==> config.mk <==
export PLATFORM = sky130hd
export DESIGN_NAME = keypad_sync_debounce
export DESIGN_NICKNAME = d
export VERILOG_FILES = /design/src/rtl/keypad_sync_debounce.sv
export SDC_FILE = /design/constraint.sdc
export NUM_CORES = 1
export LEC_CHECK = 0
export ABC_AREA = 1
export CORE_ASPECT_RATIO = 2
export CORE_MARGIN = 4
export CORE_UTILIZATION = 45
export DETAILED_ROUTE_END_ITERATION = 8
export PLACE_DENSITY_LB_ADDON = 0.05
export SLEW_MARGIN = 20
export SYNTH_ARGS = -nofsm -noshare
export SYNTH_HDL_FRONTEND = slang
export SYNTH_SLANG_ARGS = --single-unit
==> constraint.sdc <==
create_clock -name clk -period 1 [get_ports clk]
set_input_delay 0.25 -clock clk [delete_from_list [all_inputs] [get_ports clk]]
set_output_delay 0.25 -clock clk [all_outputs]
set_load 0.05 [all_outputs]
==> src/rtl/keypad_sync_debounce.sv <==
// Keypad/switch input conditioner: per-channel sync chain, debounce
// counter and registered rise/fall/any-change pulse generation.
//
// Ports:
//   clk        system clock
//   nrst       synchronous active-low reset
//   sample_en  debounce sample strobe (counters advance only when high)
//   data_d     raw asynchronous inputs, WIDTH bits
//   data_sync  last synchronizer stage (not debounced)
//   data_q     debounced level
//   rise       1-cycle pulse when data_q[i] goes 0->1
//   fall       1-cycle pulse when data_q[i] goes 1->0
//   any_change OR of all rise/fall bits, registered with them
module keypad_sync_debounce #(
  parameter int              WIDTH     = 4,
  parameter int              STAGES    = 2,
  parameter int              DB_CYCLES = 4,
  parameter logic [WIDTH-1:0] RESET_VAL = '0
) (
  input  logic             clk,
  input  logic             nrst,
  input  logic             sample_en,
  input  logic [WIDTH-1:0] data_d,
  output logic [WIDTH-1:0] data_sync,
  output logic [WIDTH-1:0] data_q,
  output logic [WIDTH-1:0] rise,
  output logic [WIDTH-1:0] fall,
  output logic             any_change
);

  localparam int CW = $clog2(DB_CYCLES + 1);
  localparam logic [CW-1:0] CMAX = CW'(DB_CYCLES - 1);

  logic [WIDTH-1:0] sync_q [STAGES];
  logic [CW-1:0]    cnt_q  [WIDTH];
  logic [CW-1:0]    cnt_d  [WIDTH];
  logic [WIDTH-1:0] lvl_q, lvl_d;
  logic [WIDTH-1:0] rise_q, rise_d;
  logic [WIDTH-1:0] fall_q, fall_d;
  logic             chg_q, chg_d;
  logic [WIDTH-1:0] acc;

  always_ff @(posedge clk) begin
    if (!nrst) begin
      for (int s = 0; s < STAGES; s++)
        sync_q[s] <= RESET_VAL;
    end else begin
      sync_q[0] <= data_d;
      for (int s = 1; s < STAGES; s++)
        sync_q[s] <= sync_q[s-1];
    end
  end

  assign data_sync = sync_q[STAGES-1];

  // A channel accepts the synced level once it has disagreed with
  // the debounced level for DB_CYCLES sample strobes in a row; any
  // agreeing edge (strobed or not) restarts the count.
  always_comb begin
    lvl_d = lvl_q;
    acc   = '0;
    for (int i = 0; i < WIDTH; i++) begin
      cnt_d[i] = cnt_q[i];
      if (data_sync[i] == lvl_q[i]) begin
        cnt_d[i] = '0;
      end else if (sample_en) begin
        if (cnt_q[i] == CMAX) begin
          acc[i]   = 1'b1;
          lvl_d[i] = data_sync[i];
          cnt_d[i] = '0;
        end else begin
          cnt_d[i] = cnt_q[i] + CW'(1);
        end
      end
    end
    rise_d = acc & data_sync;
    fall_d = acc & ~data_sync;
    chg_d  = |acc;
  end

  always_ff @(posedge clk) begin
    if (!nrst) begin
      lvl_q  <= RESET_VAL;
      rise_q <= '0;
      fall_q <= '0;
      chg_q  <= 1'b0;
      for (int i = 0; i < WIDTH; i++)
        cnt_q[i] <= '0;
    end else begin
      lvl_q  <= lvl_d;
      rise_q <= rise_d;
      fall_q <= fall_d;
      chg_q  <= chg_d;
      for (int i = 0; i < WIDTH; i++)
        cnt_q[i] <= cnt_d[i];
    end
  end

  assign data_q     = lvl_q;
  assign rise       = rise_q;
  assign fall       = fall_q;
  assign any_change = chg_q;

endmodule

==> flow_metrics.tcl, run 1 <==
set metrics [dict create \
    internal_power_mw 1.93 \
    fp.dieH_um 82.4 \
    synth-async-reset-ratio 0 \
    max_cap_violations 0 \
    hold_class "flop to flop" \
    mappedNetlistArea_sq_um 1240 \
    yosysWarnings 0 \
    endpoint_kind "primary output" \
    synthTopCellsByCount "48 x nand2_1, 33 x dfxtp_1, 21 x inv_1" \
    antenna_cells 0 \
    fin_skew_ns 0.00409 \
    net-switching-power_mw 0.569 \
    avgRoutedWirePerCell_um 13.7 \
    cts_tree "done" \
    insertion_delay_ns 0.28 \
    die-area_sq_um 3720 \
    hold_buffers 0 \
    synth_edf_count 0 \
    p_seq_frac 0.534 \
    ioPinCount 24 \
    fmax_mhz 907 \
    ant_nets 0 \
    nets 216 \
    rsz0062_at_grt "true" \
    ir_drop_mv 1.08 \
    viasPerCell 4.83 \
    crit_type "flop to primary output" \
    grt_pass1_wl_mm 5.02 \
    grt_pass1_vias 1226 \
    cts_sinks 33 \
    grt_max_degree 13 \
    place_congestion 0.749 \
    pwr-share-clk 0.373 \
    setup_viol 17 \
    critPathMaxFanout 2 \
    antenna_found_initial 0 \
    syn_area_per_cell_sq_um 7.98 \
    cts_made_buffers 5 \
    synth.distinct_cells 16 \
    num_rows 26 \
    yosysTopAreaCell "dfxtp_1" \
    fin_crit_ns 1.10 \
    status "complete, but fails checks" \
    drc 0 \
    htree_num_levels 2 \
    start_kind "flop" \
    place_hpwl_mm 1.94 \
    hold_violations 0 \
    finalPower_mw 2.50 \
    hold_ws_ns 0.409 \
    slew_violations 0 \
    synthFlopType "dfxtp_1" \
    maxSlewHeadroom 0.822 \
    area_delta_synth_final_pct 77.5 \
    final_layout_size_suffix_gt1_frac 0.592 \
    ys_ff_latch 33 \
    placed_area_sq_um 1750 \
    wl_mm 3.21 \
    syn_nets 167 \
    core-area_sq_um 2600 \
    post-place-ws_ns -0.334 \
    tightest_slew_ns 0.264 \
    power.leakage_nw 0.921 \
    initial_core_util 0.478 \
    yosysMostFrequentCell "nand2_1" \
    finalCritPeriodShare 1.10 \
    p_comb_frac 0.093 \
    yosysSeqAreaShare 0.531 \
    ys_top_cells_by_area "dfxtp_1 53%, nand2_1 14%, inv_1 6.3%, a21oi_1 4.8%, ha_1 4.0%" \
    drtIter0Drc 19 \
    cts_root_buffer "clkbuf_8" \
    violations "negative setup slack" \
    dr.pass1.iters 4 \
    setup_slack_ns -0.103 \
    max-clock-path-buffers 2 \
    power_density_nw_per_um2 1130 \
    switching_share 0.228 \
    portBuffers 23 \
    final_cell_area_sq_um 2210 \
    track_usage 0.191 \
    die_x_um 45.2 \
    worst_ep_required_time_ns 0.75 \
    worstPathArrival_ns 0.85 \
    path_clk_slew_ns 0.06 \
    netlist.area_leader.share 0.531 \
    grt-ovfl-total 0 \
    vias 1130 \
    netlist_instances 156 \
]
-- worst max-delay path, cell delays in order, from the launching register on --
cell and delay (ns):
dfxtp_2 0.33, buf_6 0.11, buf_12 0.13
-- layout make-up --
cell class	count	area, sq um
fillers	145	393
inverters	22	87.6
repair buffers	50	632
multi-input cells	93	673
well taps	28	35.0
flip-flops and latches	33	702
clock buffers	8	80.1
-- cells in the final DEF (no fill, tap or decap), types with 2 or more instances in the layout --
cell / Yosys / layout
dfxtp_2: 0 / 21
nand3_1: 3 / 3
clkdlybuf4s50_1: 0 / 5
inv_2: 1 / 2
nand2_1: 48 / 27
dfxtp_4: 0 / 4
dfxtp_1: 33 / 8
nand3b_1: 3 / 3
nand2_4: 0 / 9
nor2_1: 11 / 8
a21oi_2: 0 / 6
nor2_4: 0 / 4
nor2_2: 3 / 2
clkbuf_1: 0 / 3
buf_6: 1 / 6
a211oi_2: 0 / 4
inv_1: 21 / 18
buf_4: 5 / 20
buf_12: 0 / 17
o21ai_2: 0 / 2
clkbuf_8: 0 / 5
ha_4: 0 / 4
a21oi_1: 12 / 6
nand2_2: 0 / 12
inv_4: 0 / 2
-- timing repair --
item / 4_1_cts / 5_1_grt
pin swaps: 7 / 16
endpoints found under the setup margin: 30 / 40
buffers inserted: 6 / 6
resized for setup: 52 / 45
-- per-stage QoR --
step | cells | util | TNS, ns
6_report | 234 | 0.849 | -0.756
5_1_grt | 234 | 0.849 | -1.67
4_1_cts | 228 | 0.777 | -0.762
3_5_place_dp | 214 | 0.671 | -8.22
3_3_place_gp | 214 | 0.671 | -7.61
2_1_floorplan | 156 | - | 0
-- cell families after synthesis --
kind of cell	synth area share
compound gates	0.0884
fa+ha+maj	0.0402
buf+inv	0.114
flops	0.531
simple gates	0.227
-- sequential cells by signal, indices dropped and copies added (netlist names) --
signal,flops
sync_q,8
data_q,4
any_change,1
fall,4
rise,4
cnt_q,12
-- power groups by stage --
| stage | Clock [mW] | Combinational [mW] | Sequential [mW] |
|---|---|---|---|
| 2_1_floorplan | 0 | 0.0961 | 1.36 |
| 3_3_place_gp | 0 | 0.169 | 1.36 |
| 3_5_place_dp | 0 | 0.173 | 1.36 |
| 4_1_cts | 0.972 | 0.198 | 1.33 |
| 5_1_grt | 1.02 | 0.250 | 1.33 |
| 6_report | 0.932 | 0.231 | 1.33 |
-- metal layers --
| metal | up-vias | share of wire | track usage |
|---|---|---|---|
| li1 | 579 | - | - |
| met1 | 527 | 0.35 | 0.162 |
| met2 | 19 | 0.60 | 0.371 |
| met3 | 5 | 0.029 | 0.0456 |
| met4 | 0 | 0.018 | 0.114 |
| met5 | - | 0 | 0 |
-- final timing paths --
kind | endpoint | cells after the start | from | slack (ns)
max | data_sync[2] | 2 | sync_q[0][6] | -0.10
max reg2reg | cnt_q[3][2] | 6 | sync_q[0][7] | -0.06
min reg2reg | sync_q[0][7] | 2 | sync_q[0][3] | 0.41
min | sync_q[0][7] | 2 | sync_q[0][3] | 0.41
No activity file was read; power rests on OpenSTA's default activity.
==> run 2: changes to the inputs <==
- ABC_AREA: 1 -> not set
==> flow_metrics.tcl, run 2 <==
set metrics [dict create \
    status "complete, but fails checks" \
    violations "negative setup slack" \
    grt_pass1_wl_mm 5.77 \
    fin_skew_ns 0.00596 \
    grt_pass1_vias 1252 \
    worst_ep_required_time_ns 0.75 \
    cts_made_buffers 5 \
    cts_sinks 33 \
    layout_commonest_cell "buf_4" \
    yosysWarnings 0 \
    yosysSeqAreaShare 0.494 \
    dr.pass1.iters 4 \
    instances_no_fill 220 \
    post-place-ws_ns -0.460 \
    final_cell_mix "22 x buf_4, 20 x dfxtp_2, 18 x buf_12, 13 x buf_6" \
    max_cap_violations 0 \
    num_rows 27 \
    reg.largest.list "cnt_q: 12 flops, sync_q: 8 flops" \
    drc 0 \
    placed_area_sq_um 1960 \
    initial_core_util 0.477 \
    nets 201 \
    tns_ns -1.63 \
    fin_crit_ns 1.14 \
    power.leakage_nw 0.946 \
    largest-register "cnt_q" \
    die-area_sq_um 3960 \
    net-switching-power_mw 0.587 \
    synth-async-reset-ratio 0 \
    synth_edf_count 0 \
    core-area_sq_um 2800 \
    max-clock-path-buffers 2 \
    finalCritPeriodShare 1.14 \
    setup_slack_ns -0.144 \
    final_layout_size_suffix_gt1_frac 0.696 \
    hold_buffers 0 \
    hold_violations 0 \
    htree_num_levels 2 \
    place_hpwl_mm 2.25 \
    avgRoutedWirePerCell_um 17.6 \
    wl_mm 3.88 \
    hold_class "flop to flop" \
    synth.distinct_cells 25 \
    cts_tree "done" \
    ant_nets 0 \
    antenna_cells 0 \
    grt-ovfl-total 0 \
    worstPathArrival_ns 0.89 \
    synthTopCellsByCount "33 x dfxtp_1, 12 x nand2b_1, 10 x nand2_1" \
    area_delta_synth_final_pct 81.3 \
    netlist.area_leader.share 0.494 \
    syn_area_per_cell_sq_um 10.1 \
    mappedNetlistArea_sq_um 1340 \
    yosysTopAreaCell "dfxtp_1" \
    fp.dieH_um 85.1 \
    die_x_um 46.5 \
    insertion_delay_ns 0.29 \
    pwr-share-clk 0.371 \
    largest_register_ffs 12 \
    tightest_slew_ns 0.259 \
    hold_ws_ns 0.427 \
    ys_top_cells_by_area "dfxtp_1 49%, nand2b_1 5.6%, and2_1 3.7%, ha_1 3.7%, nor3b_2 3.7%" \
    vias 1140 \
    place_congestion 0.686 \
    switching_share 0.235 \
    yosysMostFrequentCell "dfxtp_1" \
    netlist_instances 132 \
    ys_ff_latch 33 \
    start_kind "flop" \
    path_clk_slew_ns 0.07 \
    drtIter0Drc 14 \
    grt_max_degree 17 \
    maxSlewHeadroom 0.827 \
    track_usage 0.208 \
    dp.cells 200 \
    viasPerCell 5.18 \
    rsz0062_at_grt "true" \
    endpoint_kind "primary output" \
    crit_type "flop to primary output" \
    cts_root_buffer "clkbuf_8" \
    syn_nets 143 \
    antenna_found_initial 0 \
    p_seq_frac 0.533 \
    p_comb_frac 0.096 \
    internal_power_mw 1.91 \
    ioPinCount 24 \
    critPathMaxFanout 2 \
    slew_violations 0 \
    setup_viol 32 \
    portBuffers 23 \
    synthFlopType "dfxtp_1" \
    fmax_mhz 874 \
    final_cell_area_sq_um 2420 \
    ir_drop_mv 1.25 \
    power_density_nw_per_um2 1030 \
]
## run 2: cell count changes after synthesis, moves of 6 or more
cell      before  now
nand2_1       48   10
inv_1         21    1
nand2b_1       0   12
and2_1         0    8
nand3_1        3    9
## run 2: kinds of logic after synthesis
logic type | synth area share
AOI/OAI and AO/OA | 0.0571
xor gates and xnor gates | 0.0262
adders and majority gates | 0.0375
buffers and inverters | 0.0487
DFF | 0.494
muxes | 0.0225
and+or+nand+nor | 0.314
## run 2: area by class of cell
type,instances,area (sq um)
timing repair buffer,59,729
fill,133,382
clock inverter,3,12.5
multi-input combinational,89,863
clock buffer,5,68.8
sequential,33,704
tap,29,36.3
inverter,2,7.51
## run 2: timing repair
item                                    CTS  global route
cloned                                    0             0
endpoints found under the setup margin   40            42
gates resized for setup                  51            26
pin swaps                                18            17
buffers inserted                         12             2
## run 2: metrics by stage
| step | util | total power [mW] |
|---|---|---|
| after floorplan | - | 1.46 |
| after global placement | 0.697 | 1.55 |
| after detailed placement | 0.697 | 1.56 |
| after CTS | 0.818 | 2.52 |
| after global routing | 0.864 | 2.62 |
| final | 0.864 | 2.50 |
## run 2: worst paths after layout
path,start,end,slack (ns),depth (start not counted)
worst min-delay path,sync_q[0][2],sync_q[0][6],0.43,1
worst max-delay path,data_q[3],data_q[3],-0.14,2
worst max register to register,cnt_q[2][0],rise[2],-0.11,4
worst min register to register,sync_q[0][2],sync_q[0][6],0.43,1
## run 2: power groups by stage
stage | combinational, mW | sequential (mW) | clock, mW
floorplan | 0.0956 | 1.36 | 0
global placement | 0.189 | 1.36 | 0
CTS | 0.218 | 1.33 | 0.969
global route | 0.251 | 1.33 | 1.04
detailed placement | 0.194 | 1.36 | 0
finish | 0.239 | 1.33 | 0.928
## run 2: worst max-delay path, cell delays in order (launching register included)
cell	delay, ns
dfxtp_4	0.35
buf_6	0.12
buf_12	0.14
## run 2: routing by layer
layer | track usage | wire (um) | up-vias | part of all wire
li1 | - | - | 553 | -
met1 | 0.209 | 1300 | 553 | 0.33
met2 | 0.349 | 2340 | 25 | 0.60
met3 | 0.0637 | 128 | 9 | 0.033
met4 | 0.124 | 110 | 0 | 0.028
met5 | 0 | 0 | - | 0
